### src/rtl/uart_rx_fr.sv
// uart_rx_fr: parametrised mid-bit sampling UART receiver with glitch
// rejection, parity/framing/overrun flags and a held-word read handshake.
module uart_rx_fr #(
    parameter int CLKS_PER_BIT = 10417,
    parameter int DATA_BITS    = 8,
    parameter int PARITY       = 0,
    parameter int STOP_BITS    = 1
) (
    input  logic                 clk,
    input  logic                 rst,
    input  logic                 en,
    input  logic                 rx,
    input  logic                 rd,
    output logic [DATA_BITS-1:0] dout,
    output logic                 valid,
    output logic                 parity_err,
    output logic                 frame_err,
    output logic                 overrun,
    output logic                 busy
);
    localparam int CW   = $clog2(CLKS_PER_BIT);
    localparam int NW   = $clog2(DATA_BITS + 1);
    localparam int HALF = CLKS_PER_BIT / 2;

    localparam logic [CW-1:0] HALF_M1 = CW'(HALF - 1);
    localparam logic [CW-1:0] FULL_M1 = CW'(CLKS_PER_BIT - 1);
    localparam logic [NW-1:0] LAST_D  = NW'(DATA_BITS - 1);
    localparam logic [NW-1:0] LAST_S  = NW'(STOP_BITS - 1);
    localparam logic          ODD     = (PARITY == 1);

    typedef enum logic [2:0] {
        S_IDLE,
        S_START,
        S_DATA,
        S_PARITY,
        S_STOP
    } state_t;

    state_t               state, state_n;
    logic                 rx_q, rxs;
    logic [CW-1:0]        bctr, bctr_n;
    logic [NW-1:0]        nbit, nbit_n;
    logic [DATA_BITS-1:0] sh, sh_n;
    logic                 perr, perr_n;
    logic                 ferr, ferr_n;
    logic                 armed, armed_n;
    logic                 commit;
    logic                 tick_half, tick_full;

    assign tick_half = (bctr == HALF_M1);
    assign tick_full = (bctr == FULL_M1);

    always_ff @(posedge clk) begin
        if (rst) begin
            rx_q <= 1'b1;
            rxs  <= 1'b1;
        end else begin
            rx_q <= rx;
            rxs  <= rx_q;
        end
    end

    always_comb begin
        state_n = state;
        bctr_n  = bctr + 1'b1;
        nbit_n  = nbit;
        sh_n    = sh;
        perr_n  = perr;
        ferr_n  = ferr;
        armed_n = armed;
        commit  = 1'b0;
        unique case (state)
            S_IDLE: begin
                bctr_n = '0;
                nbit_n = '0;
                perr_n = 1'b0;
                ferr_n = 1'b0;
                if (rxs)
                    armed_n = 1'b1;
                if (en && armed && !rxs)
                    state_n = S_START;
            end
            S_START: begin
                if (tick_half) begin
                    bctr_n  = '0;
                    state_n = rxs ? S_IDLE : S_DATA;
                end
            end
            S_DATA: begin
                if (tick_full) begin
                    bctr_n = '0;
                    sh_n   = {rxs, sh[DATA_BITS-1:1]};
                    nbit_n = nbit + 1'b1;
                    if (nbit == LAST_D) begin
                        nbit_n  = '0;
                        state_n = (PARITY != 0) ? S_PARITY : S_STOP;
                    end
                end
            end
            S_PARITY: begin
                if (tick_full) begin
                    bctr_n  = '0;
                    perr_n  = ((^sh) ^ rxs) != ODD;
                    state_n = S_STOP;
                end
            end
            S_STOP: begin
                if (tick_full) begin
                    bctr_n = '0;
                    nbit_n = nbit + 1'b1;
                    if (!rxs)
                        ferr_n = 1'b1;
                    if (nbit == LAST_S) begin
                        commit  = 1'b1;
                        state_n = S_IDLE;
                        // a low stop bit may be a break: wait for idle high
                        if (ferr_n)
                            armed_n = 1'b0;
                    end
                end
            end
            default: state_n = S_IDLE;
        endcase
        if (state != S_IDLE && !en) begin
            state_n = S_IDLE;
            bctr_n  = '0;
            armed_n = armed;
            commit  = 1'b0;
        end
    end

    always_ff @(posedge clk) begin
        if (rst) begin
            state <= S_IDLE;
            bctr  <= '0;
            nbit  <= '0;
            sh    <= '0;
            perr  <= 1'b0;
            ferr  <= 1'b0;
            armed <= 1'b1;
            busy  <= 1'b0;
        end else begin
            state <= state_n;
            bctr  <= bctr_n;
            nbit  <= nbit_n;
            sh    <= sh_n;
            perr  <= perr_n;
            ferr  <= ferr_n;
            armed <= armed_n;
            busy  <= (state_n != S_IDLE);
        end
    end

    always_ff @(posedge clk) begin
        if (rst) begin
            dout       <= '0;
            valid      <= 1'b0;
            parity_err <= 1'b0;
            frame_err  <= 1'b0;
            overrun    <= 1'b0;
        end else if (commit && valid && !rd) begin
            overrun <= 1'b1;
        end else if (commit) begin
            dout       <= sh;
            parity_err <= perr;
            frame_err  <= ferr_n;
            valid      <= 1'b1;
            if (rd)
                overrun <= 1'b0;
        end else if (rd && valid) begin
            valid   <= 1'b0;
            overrun <= 1'b0;
        end
    end
endmodule

### config.mk
export PLATFORM = sky130hd
export DESIGN_NAME = uart_rx_fr
export DESIGN_NICKNAME = d
export VERILOG_FILES = /design/src/rtl/uart_rx_fr.sv
export SDC_FILE = /design/constraint.sdc
export NUM_CORES = 1
export LEC_CHECK = 0
export CAP_MARGIN = 10
export CORE_MARGIN = 8
export CORE_UTILIZATION = 40
export CTS_CLUSTER_DIAMETER = 50
export DETAILED_ROUTE_END_ITERATION = 7
export GPL_TIMING_DRIVEN = 1
export PLACE_DENSITY_LB_ADDON = 0.1
export SKIP_LAST_GASP = 1
export SLEW_MARGIN = 20
export SYNTH_ARGS = -nofsm -noshare
export SYNTH_HDL_FRONTEND = slang
export SYNTH_SLANG_ARGS = --single-unit
### constraint.sdc
create_clock -name clk -period 2.7 [get_ports clk]
set_input_delay 0.54 -clock clk [delete_from_list [all_inputs] [get_ports clk]]
set_output_delay 0.54 -clock clk [all_outputs]
set_load 0.01 [all_outputs]
==> results of run 1 <==
## cell families after synthesis
kind of cell,count (synthesis),synth area share [%]
AOI/OAI and AO/OA,31,10.42
xor gates and xnor gates,19,7.574
adders and majority gates,4,2.278
buffers and inverters,16,3.132
DFF,47,42.82
muxes,17,7.745
and+or+nand+nor,102,26.03
## where the power goes
| part | total, W | internal, W | switching [W] |
|---|---|---|---|
| Sequential | 0.000700 | 0.000696 | 0.00000464 |
| Combinational | 0.0000345 | 0.0000158 | 0.0000187 |
| Clock | 0.000520 | 0.000276 | 0.000244 |
| Total | 0.00125 | 0.000987 | 0.000267 |
## cell usage in the layout, fill, tap and decap left out, types with 2 or more instances in the layout
cell              n
dfxtp_1          47
nor2_1           41
mux2i_1          17
clkdlybuf4s50_1  17
nand2_1          11
xnor2_1          10
xor2_1            9
inv_1             7
nand3_1           7
a21oi_1           7
nor3_1            6
clkbuf_8          5
and2_1            4
nand4_1           4
o21ai_0           4
ha_1              4
nand2b_1          3
nand3b_1          3
or3_1             3
buf_4             3
nor3b_1           2
a41oi_1           2
and4_1            2
or2_2             2
o21bai_1          2
o21a_1            2
a21boi_1          2
## worst max-delay path, cell delays in order (launching register included)
cell       delay [ns]
dfxtp_1          0.43
ha_1             0.25
nor4bb_1         0.39
a41oi_1          0.21
a2bb2oi_1        0.18
o221ai_2         0.17
buf_4            0.23
nor2_1           0.06
## cell type report
type                            instances  area (um^2)
Clock inverter                          3        43.79
Inverter                                7        26.28
Timing Repair Buffer                   20        192.7
Tap cell                               72        90.09
Fill cell                             546         2855
Sequential cell                        47        940.9
Clock buffer                            5        68.82
Multi-Input combinational cell        173         1187
## metal layers
metal	up-vias	wire [um]
li1	859	-
met1	763	2221
met2	22	1864
met3	7	114
met4	0	60
met5	-	0
## sequential cells by signal, summed over array words and instances (netlist names)
register	flops
state	3
armed	1
parity_err	1
rx_q	1
nbit	4
frame_err	1
ferr	1
rxs	1
perr	1
bctr	14
valid	1
overrun	1
sh	8
busy	1
dout	8
## through the flow
stage                     worst slack (ns)  instances   power, W  instance area (um^2)  hold WS, ns
after floorplan                     0.8545        236  0.0007367                  2197       0.3895
after global placement              0.6866        319  0.0007512                  2437       0.4032
after detailed placement            0.6938        319  0.0007514                  2437       0.3997
after CTS                           0.6741        327   0.001277                  2550       0.4238
after global routing                0.4860        327   0.001314                  2550       0.4489
final                               0.6769        327   0.001255                  2550       0.4203
## how the worst min path moves through the flow
stage | from | to | slack [ns] | cells after the start
after detailed placement | rx_q$_SDFF_PP1_ | rxs$_SDFF_PP1_ | 0.40 | 1
after global routing | rx_q$_SDFF_PP1_ | rxs$_SDFF_PP1_ | 0.45 | 1
after floorplan | rx_q$_SDFF_PP1_ | rxs$_SDFF_PP1_ | 0.39 | 1
after global placement | rx_q$_SDFF_PP1_ | rxs$_SDFF_PP1_ | 0.40 | 1
final | rx_q$_SDFF_PP1_ | rxs$_SDFF_PP1_ | 0.42 | 1
after CTS | rx_q$_SDFF_PP1_ | rxs$_SDFF_PP1_ | 0.42 | 1
==> impl_results.md, run 1 <==
* Status: completed
* Clock Path Buffers at 2
* Async set-or-reset flop fraction in the synthesized netlist at 0%
* Mapped Cells at 236
* Die width at 90.12 um
* Register area share after synthesis at 42.82%
* Worst r2r src: bctr[0]$_SDFF_PP0_
* Top_reg_cell synth: dfxtp_1
* EDFF count, synth at 0
* Number of buffers inserted by hold repair at cts at 0
* Synth warnings at 0
* GR Util All Layers at 11.24%
* Antenna violations before repair at 0
* Flop2flop setup slack at 0.68 ns
* Utilization after layout at 47.18%
* Clock latency on the worst-skew pair at 0.30 ns
* Vias in the first global route at 1652
* Max_cap viols at 0
* Yosys reg bits at 47
* Synth top area share at 42.82%
* First-pass GRT wire length at 7638 um
* Met2 Usage GRT at 17.30%
* Setup tns final at 0 ns
* Crit. End Element: flip-flop
* Reg-to-Reg End: bctr[10]$_SDFF_PP0_
* Period utilisation layout at 74.93%
* DR iter-0 viols at 126
* Die area at 8121 um^2
* Core Rows at 27
* Max Slew Vio Count at 0
* Ant diodes at 0
* Crit path from: bctr[0]$_SDFF_PP0_
* Worst Setup EP: bctr[10]$_SDFF_PP0_
* Clock transition at path regs at 0.09 ns
* Slew margin rel. at 53.89%
* GR peak layer: met2
* Worst EP arrival at 2.22 ns
* CTS sink count at 47
* Setup Buffers After CTS at 0
* I/O pins at 18
* Req. time, crit path at 2.89 ns
* WL per Instance at 13.03 um
* PwrDens at 492.1 nW/um^2
* R2R cell count at 7
* Final setup vio count at 0
* Post-Syn Area per Cell at 9.310 um^2
* IO buf count at 17
* Count leader, synth: dfxtp_1
* Layout cells sized above 1 at 8.627%
* CTS tree: built
* Met1 usage at 14.38%
* Num CTS Buffers at 5
* Post-DP HPWL at 2987 um
* Routed Wire Length at 4262 um
* Initial core utilization at 40.65%
* Detailed Routing Iterations Pass 1 at 4
* Chip height at 90.12 um
* Unrepaired setup endpoints after global routing: no
* Largest net degree at the start of global routing at 18
* Area leader, netlist: dfxtp_1
* CP Launch Type: flip-flop
* VDD IR max at 0.0003312 V
* Vias post-DR at 1651
* Worst min path class: flip-flop to flip-flop
* Core Area at 5405 um^2
* Mapped Nets at 245
* Final Hold Violating Endpoints at 0
* Synth area leaders: dfxtp_1 (43%), mux2i_1 (7.7%), nor2_1 (7.0%)
* Area Overhead vs Synth at 16.06%
* Fin crit period at 2.023 ns
* GPL Wtd Cong at 0.7264
* CTS root buf: clkbuf_8
* CP max FO at 14
* Grt total ovfl at 0
* Avg Vias per Cell at 5.049
* DRC Markers at 0
* CTS resizes at 0
* Post-DRT Antenna Nets at 0
* Synth top cells by count: dfxtp_1 (47), nor2_1 (41), mux2i_1 (17)
* Mapped Area at 2197 um^2
* Fmax at 494.3 MHz
* Met3 Track Usage GR at 2.909%
* Synth cell types at 54
* Worst-Margin Slew at 0.6863 ns
* H-tree Lvls at 2
* Crit path kind: flip-flop to flip-flop
* Post-layout net count at 263
* Final setup skew at 0.005308 ns
* Leak Pwr at 0.9179 nW
Note: power is estimated with default switching activity, not from simulation.
==> run 2, diff against run 1 <==
==> constraint.sdc (replaced) <==
create_clock -name clk -period 1.9 [get_ports clk]
set_input_delay 0.38 -clock clk [delete_from_list [all_inputs] [get_ports clk]]
set_output_delay 0.38 -clock clk [all_outputs]
set_load 0.01 [all_outputs]
==> impl_results.md, run 2 (synthesis results as in run 1) <==
* Slowest cell on crit path: or3b_1
* Flop2flop setup slack at 0.07 ns
* IO buf count at 17
* Max reg flops at 14
* Routed Wire Length at 4684 um
* Post-DP HPWL at 3453 um
* Status: completed
* Core Area at 5405 um^2
* WL per Instance at 13.16 um
* Ant diodes at 0
* Post-DRT Antenna Nets at 0
* Worst-Margin Slew at 0.4216 ns
* Req. time, crit path at 2.11 ns
* Unrepaired setup endpoints after global routing: yes
* Reg-to-Reg End: perr$_SDFFE_PP0P_
* Utilization after layout at 52.45%
* Final Hold Violating Endpoints at 0
* Largest regs: bctr: 14 flops, dout: 8 flops, sh: 8 flops
* Avg Vias per Cell at 4.921
* Number of buffers inserted by hold repair at cts at 0
* Worst EP arrival at 2.04 ns
* Worst Hold Depth at 1
* Initial core utilization at 40.65%
* Clock latency on the worst-skew pair at 0.30 ns
* Core Rows at 27
* Vias post-DR at 1752
* Chip height at 90.12 um
* CTS sink count at 47
* Top reg by flops: bctr
* Final setup skew at 0.01112 ns
* Period utilisation layout at 96.20%
* First-pass GRT wire length at 8286 um
* Max Slew Vio Count at 0
* Clock transition at path regs at 0.09 ns
* Final setup vio count at 0
* DR iter-0 viols at 92
* I/O pins at 18
* PwrDens at 646.3 nW/um^2
* Worst min path class: flip-flop to flip-flop
* CP Launch Type: flip-flop
* Worst Hold End: rxs$_SDFF_PP1_
* GPL Wtd Cong at 0.7494
* Largest net degree at the start of global routing at 16
* Area Overhead vs Synth at 29.04%
* Slew margin rel. at 71.53%
* Crit path cell chain: inv_1 -> ha_1 -> and3b_1 -> buf_4 -> nand4_4 -> nor3_2 -> or3b_1 -> a311oi_1
* CP max FO at 4
* Worst r2r src: bctr[0]$_SDFF_PP0_
* Leak Pwr at 1.087 nW
* Fin crit period at 1.828 ns
* Max stage delay on crit path at 0.36 ns
* Post-layout net count at 292
* Crit path kind: flip-flop to flip-flop
* Hold path startpoint: rx_q$_SDFF_PP1_
* Detailed Routing Iterations Pass 1 at 4
* Antenna violations before repair at 0
* R2R cell count at 8
* Die area at 8121 um^2
* Max_cap viols at 0
* Setup tns final at 0 ns
* Commonest cells after routing, fill and taps aside: dfxtp_1 (46), nor2_1 (41), buf_4 (29)
* H-tree Lvls at 2
* Pwr Total at 0.001832 W
* DRC Markers at 0
* Vias in the first global route at 1750
* CTS tree: built
* Crit. End Element: flip-flop
* VDD IR max at 0.0003604 V
* CTS root buf: clkbuf_8
* Commonest non-fill, non-tap cell in the layout: dfxtp_1
* WHS at 0.4236 ns
* Fmax at 547.1 MHz
* GR Util All Layers at 11.99%
* Die width at 90.12 um
* Clock Path Buffers at 2
* Layout cells sized above 1 at 19.37%
* Num CTS Buffers at 5
* Grt total ovfl at 0
* Setup Buffers After CTS at 0
## run 2: through the flow
stage          cell area, um^2  setup WS, ns  std cells
4_1_cts                   2809       0.02637        356
3_5_place_dp              2680      0.004492        348
5_1_grt                   2835      -0.02696        356
3_3_place_gp              2680     0.0002437        348
6_report                  2835       0.07226        356
2_1_floorplan             2197       0.05448        236
## run 2: per-layer routing
| metal | up-vias | wire length [um] | share of wire, % | track usage, % |
|---|---|---|---|---|
| met5 | - | 0 | 0 | 0 |
| met3 | 2 | 108 | 2.3 | 2.660 |
| met2 | 15 | 2123 | 45 | 18.59 |
| met4 | 0 | 30 | 0.64 | 4.161 |
| li1 | 920 | - | - | - |
| met1 | 815 | 2421 | 52 | 15.93 |
## run 2: critical path: cells and delay by family (launching register included)
kind                       cells  cell delay, ns
DFF                            1            0.33
buffers and inverters          2            0.18
adders and majority gates      1            0.14
and+or+nand+nor                4            0.85
AOI/OAI and AO/OA              1            0.24
## run 2: how the worst max path moves through the flow
stage                  startpoint              endpoint  slack [ns]
6_report       bctr[0]$_SDFF_PP0_     perr$_SDFFE_PP0P_        0.07
5_1_grt        bctr[0]$_SDFF_PP0_    bctr[4]$_SDFF_PP0_       -0.03
4_1_cts        bctr[1]$_SDFF_PP0_    bctr[5]$_SDFF_PP0_        0.03
3_5_place_dp   bctr[0]$_SDFF_PP0_  nbit[3]$_SDFFE_PP0P_       0.004
3_3_place_gp   bctr[1]$_SDFF_PP0_       busy$_SDFF_PP0_      0.0002
2_1_floorplan  bctr[0]$_SDFF_PP0_    bctr[7]$_SDFF_PP0_        0.05
## run 2: cell type report
type                            instances  area, um^2
Timing Repair Buffer                   49       439.2
Clock inverter                          2       38.79
Sequential cell                        47       942.2
Multi-Input combinational cell        173        1216
Clock buffer                            6       82.58
Fill cell                             513        2570
Inverter                                7       26.28
Tap cell                               72       90.09
## run 2: power breakdown
group / internal, W / switching (W)
Sequential: 0.000989 / 0.00000338
Clock: 0.000433 / 0.000345
Combinational: 0.0000303 / 0.0000320
## run 2: timing repair
| action | in CTS | in global routing |
|---|---|---|
| gates cloned | 0 | 0 |
| setup endpoints to repair | 5 | 28 |
| resized for setup | 2 | 6 |
| endpoints found under the hold margin | 0 | 0 |
==> run 3, diff against run 2 <==
--- a/config.mk
+++ b/config.mk
@@ -7,8 +7,9 @@
 export LEC_CHECK = 0
 export CAP_MARGIN = 10
 export CORE_MARGIN = 8
-export CORE_UTILIZATION = 40
+export CORE_UTILIZATION = 45
 export CTS_CLUSTER_DIAMETER = 50
+export CTS_CLUSTER_SIZE = 30
 export DETAILED_ROUTE_END_ITERATION = 7
 export GPL_TIMING_DRIVEN = 1
 export PLACE_DENSITY_LB_ADDON = 0.1
==> impl_results.md, run 3 (synthesis results as in run 1) <==
* Final setup skew at 0.009850 ns
* Post-DP HPWL at 3428 um
* Slew margin rel. at 74.13%
* Layout cells sized above 1 at 21.25%
* Clock transition at path regs at 0.09 ns
* First-pass GRT wire length at 8045 um
* GR Util All Layers at 13.22%
* Vias post-DR at 1802
* Dpl cell area at 2674 um^2
* CTS tree: built
* Die width at 85.88 um
* DR iter-0 viols at 92
* Crit. End Element: flip-flop
* WL per Instance at 12.90 um
* DRC Markers at 0
* # fillers at 427
* Largest regs: bctr: 14 flops, dout: 8 flops, sh: 8 flops
* CP bufs+invs at 3
* Core Area at 4723 um^2
* CP max FO at 8
* Crit path cell chain: nor4b_4 -> buf_4 -> nand4_4 -> buf_6 -> nor3_4 -> buf_12 -> mux2i_1 -> nor2_1
* Max Slew Vio Count at 0
* Max stage delay on crit path at 0.34 ns
* I/O pins at 18
* Clock Path Buffers at 2
* Die area at 7375 um^2
* H-tree Lvls at 2
* Post-layout net count at 295
* Pwr Total at 0.001801 W
* Fmax at 545.5 MHz
* Final Hold Violating Endpoints at 0
* Unrepaired setup endpoints after global routing: yes
* GPL Wtd Cong at 0.8020
* Ant diodes at 0
* Leak Pwr at 1.097 nW
* Area Overhead vs Synth at 29.90%
* Grt total ovfl at 0
* CTS sink count at 47
* Worst-Margin Slew at 0.3872 ns
* Chip height at 85.88 um
* Post-route cell area at 2854 um^2
* Utilization after layout at 60.42%
* Detailed Routing Iterations Pass 1 at 4
* Commonest non-fill, non-tap cell in the layout: dfxtp_1
* Num CTS Buffers at 5
* Top reg by flops: bctr
* Post-DRT Antenna Nets at 0
* Setup tns final at 0 ns
* Worst min path class: flip-flop to flip-flop
* Fin crit period at 1.833 ns
* Final setup vio count at 0
* Crit path kind: flip-flop to flip-flop
* Clock latency on the worst-skew pair at 0.30 ns
* Worst path top cell family by delay: simple AND/OR/NAND/NOR gates
* Max_cap viols at 0
* VDD IR max at 0.0004492 V
* Routed Wire Length at 4565 um
* Largest net degree at the start of global routing at 17
* Status: completed
* Vias in the first global route at 1828
* Initial core utilization at 46.52%
* Req. time, crit path at 2.09 ns
* CP Launch Type: flip-flop
* Antenna violations before repair at 0
* Number of buffers inserted by hold repair at cts at 0
* Core Rows at 25
* Commonest cells after routing, fill and taps aside: dfxtp_1 (44), nor2_1 (41), buf_4 (32)
* Slowest cell on crit path: dfxtp_2
* IO buf count at 17
* PwrDens at 630.9 nW/um^2
* CTS root buf: clkbuf_8
* Max reg flops at 14
* Period utilisation layout at 96.49%
* Flop2flop setup slack at 0.07 ns
* Worst EP arrival at 2.03 ns
* Avg Vias per Cell at 5.090
==> run 3: power by group <==
| part | switching [W] | internal (W) | leakage (nW) |
|---|---|---|---|
| sequential | 0.00000388 | 0.000989 | 0.381 |
| clock | 0.000348 | 0.000396 | 0.0548 |
| combinational | 0.0000319 | 0.0000317 | 0.662 |
| total | 0.000384 | 0.00142 | 1.10 |
==> run 3: worst reg2reg max path: stages, from the launching register on <==
cell and delay, ns:
dfxtp_2 0.34, nor4b_4 0.31, buf_4 0.18, nand4_4 0.14, buf_6 0.15, nor3_4 0.21, buf_12 0.16, mux2i_1 0.18
nor2_1 0.06
==> run 3: cell type report <==
type	instances	area, um^2	share of cell area [%]
clock buffer	5	68.82	2.411
clock inverter	3	46.29	1.622
multi-input combinational	173	1222	42.83
sequential	47	944.7	33.10
tap	67	83.83	2.937
inverter	7	26.28	0.9206
timing repair buffer	52	461.7	16.18
==> run 3: timing repair <==
item | in CTS | in global routing
setup endpoints to repair | 0 | 32
setup buffers | 0 | 3
gates resized for setup | 0 | 12
==> run 3: final timing paths <==
kind | to | from | depth (start not counted)
max | sh[0]$_SDFFE_PP0P_ | bctr[9]$_SDFF_PP0_ | 8
min | rxs$_SDFF_PP1_ | rx_q$_SDFF_PP1_ | 1
max reg2reg | sh[0]$_SDFFE_PP0P_ | bctr[9]$_SDFF_PP0_ | 8
min reg2reg | rxs$_SDFF_PP1_ | rx_q$_SDFF_PP1_ | 1
==> run 3: per-stage QoR <==
stage          hold slack (ns)  worst slack, ns  cells
4_1_cts                 0.4219          0.02887    351
3_3_place_gp            0.4001          0.05065    343
2_1_floorplan           0.3895          0.05448    236
6_report                0.4176          0.06670    354
3_5_place_dp            0.3992          0.04481    343
5_1_grt                 0.4448         -0.05075    354
==> run 3: metal layers <==
layer  vias to the layer above  part of all wire [%]  global-route usage, %
met5                         -                     0                      0
met3                         5                   3.1                  3.629
li1                        927                     -                      -
met2                        17                    48                  22.67
met4                         0                   1.1                  3.981
met1                       853                    47                  15.51
==> RTL edit, RTL diff (flow settings as in run 1) <==
Change the parameter `PARITY` from 0 to 1.
--- a/src/rtl/uart_rx_fr.sv
+++ b/src/rtl/uart_rx_fr.sv
@@ -3,7 +3,7 @@
 module uart_rx_fr #(
     parameter int CLKS_PER_BIT = 10417,
     parameter int DATA_BITS    = 8,
-    parameter int PARITY       = 0,
+    parameter int PARITY       = 1,
     parameter int STOP_BITS    = 1
 ) (
     input  logic                 clk,
Behaviour: same outputs for any inputs over 10 cycles, from zero or initial values and one cycle with rst high; that may be too few to reach the edited logic, so the function may still have changed.
==> RTL edit against run 1 <==
Synthesized area increased by 1.3%. Cell area about the same. Wire length increased by 1.5%. Fmax decreased by 10%. Via count increased by 2.5%. Sequential cell count unchanged. Largest power group unchanged. Largest cell class unchanged. Power decreased by 5.3%. Setup slack got worse by 240 ps.
==> RTL edit: results (changes against run 1) <==
| Metric | Value |
|---|---|
| Hpwl dp | `3090 um (+3.3%)` |
| Largest registers | `bctr x14, dout x8, sh x8` |
| Status | `complete, no violations` |
| CP max-delay cell | `or4b_4` |
| Max Buffers Root-to-Sink | `2 (unchanged)` |
| Number of nets in the layout | `270 (+2.7%)` |
| Antenna violations before repair | `0 (unchanged)` |
| Ranking of synthesized cells by area | `dfxtp_1 42%, mux2i_1 7.6%, nor2_1 6.9%` |
| Later-pin clock latency in the skew report | `300 ps (about the same)` |
| GP Congestion | `0.757 (+4.2%)` |
| Drt initial violations | `98 (-22%)` |
| HP Class | `register to register` |
| CP Launch Point | `bctr[3]$_SDFF_PP0_` |
| GRT Overall Usage | `10.7% (-0.49 points)` |
| Vias in the first global route | `1567 (-5.1%)` |
| Netlist cell types | `53 (-1.9%)` |
| Routed WL | `4330 um (+1.5%)` |
| Port Buffer Count | `17 (unchanged)` |
| First-pass GRT wire length | `7360 um (-3.6%)` |
| DR pass1 iterations | `4 (unchanged)` |
| Seq/Total Area, Yosys | `42.3% (-0.55 points)` |
| Slowest stage delay, CP | `590 ps (+160 ps)` |
| Largest net degree at the start of global routing | `31 (+13)` |
| Hold Startpoint | `rx_q$_SDFF_PP1_` |
| Setup Fix Bufs, Post-CTS | `0 (unchanged)` |
| YS warnings | `0 (unchanged)` |
| Clk_skew | `12.5 ps (+7.24 ps)` |
| Place WS | `420 ps (-274 ps)` |
| VDD IR-drop max | `0.237 mV (-28%)` |
| Max-Slew Margin vs Limit | `66.5% (+13 points)` |
| Worst-path fanout max | `10 (-4)` |
| CP top delay family | `simple AND/OR/NAND/NOR gates` |
| Slew Viols, Final | `0 (unchanged)` |
| Post-Syn Nets | `253 (+3.3%)` |
| Share of cells above drive strength 1 | `10.7% (+2.1 points)` |
| Async set-or-reset flop fraction in the synthesized netlist | `0% (unchanged)` |
| ANT cells | `0 (unchanged)` |
| CP Data Arrival Time | `2450 ps (+230 ps)` |
| Cell leakage power | `0.913 nW (-0.51%)` |
| Synth cell count leaders | `47 x dfxtp_1, 41 x nor2_1, 17 x mux2i_1, 13 x nand3_1, 11 x xnor2_1` |
| Clock H-tree levels | `2 (unchanged)` |
| CTS root buf | `clkbuf_8` |
| Clock slew at reported path FFs | `90 ps (about the same)` |
| Cts repair resizes | `0 (unchanged)` |
| Via density | `5.07 (+0.34%)` |
| CTS Buf Count | `5 (unchanged)` |
RTL edit: changes by cell type after synthesis, moves of 3 or more:
cell,change
and2_1,-3
and3_1,+3
buf_2,+3
nand2_1,-3
nand3_1,+6
nor3_1,-4
o21ai_0,+6
or2b_2,+3
RTL edit: worst paths after layout:
check,slack [ps],endpoint,cells after the start
setup / recovery,440,armed$_SDFFE_PP1P_,5
hold / removal,430,rxs$_SDFF_PP1_,1
setup reg to reg,440,armed$_SDFFE_PP1P_,5
hold reg to reg,430,rxs$_SDFF_PP1_,1
RTL edit: power breakdown:
part	switching [mW]	total (mW)	internal, mW
Combinational	0.0204	0.0377	0.0173
Clock	0.242	0.451	0.209
Sequential	0.00363	0.700	0.696
RTL edit: cell type report:
class / instances / area, um^2
inverter: 9 / 33.8
sequential: 47 / 941
timing repair buffer: 21 / 200
tap: 72 / 90.1
clock inverter: 2 / 16.3
clock buffer: 6 / 82.6
multi-input combinational: 177 / 1190
fill: 536 / 2890
RTL edit: metal layers:
layer | vias up | wire length (um) | GRT usage, %
li1 | 882 | - | -
met1 | 785 | 2170 | 13.5
met2 | 18 | 1940 | 16.4
met3 | 7 | 139 | 2.91
met4 | 0 | 82 | 5.41
met5 | - | 0 | 0
RTL edit: cell families (layout without fill, tap and decap cells):
family	Yosys count	in the layout	share of synthesized area, %
and+or+nand+nor	99	99	24.2
DFF	47	47	42.3
xor gates and xnor gates	20	20	7.87
buffers and inverters	20	38	4.33
adders and majority gates	5	5	2.75
AOI/OAI and AO/OA	36	36	11.0
muxes	17	17	7.64
RTL edit: worst reg2reg max path: cells and delay by family, from the launching register on:
family / cells / cell delay, ps
flops: 1 / 350
compound gates: 3 / 750
simple gates: 2 / 1060
RTL edit: stage by stage:
| step | cell area, um^2 | cells | total power, mW | utilization, % |
|---|---|---|---|---|
| after floorplan | 2230 | 244 | 0.740 | - |
| after global routing | 2550 | 334 | 1.24 | 46.9 |
| after global placement | 2450 | 326 | 0.754 | 45.1 |
| after detailed placement | 2450 | 326 | 0.754 | 45.1 |
| final | 2550 | 334 | 1.19 | 46.9 |
| after CTS | 2550 | 334 | 1.21 | 46.9 |
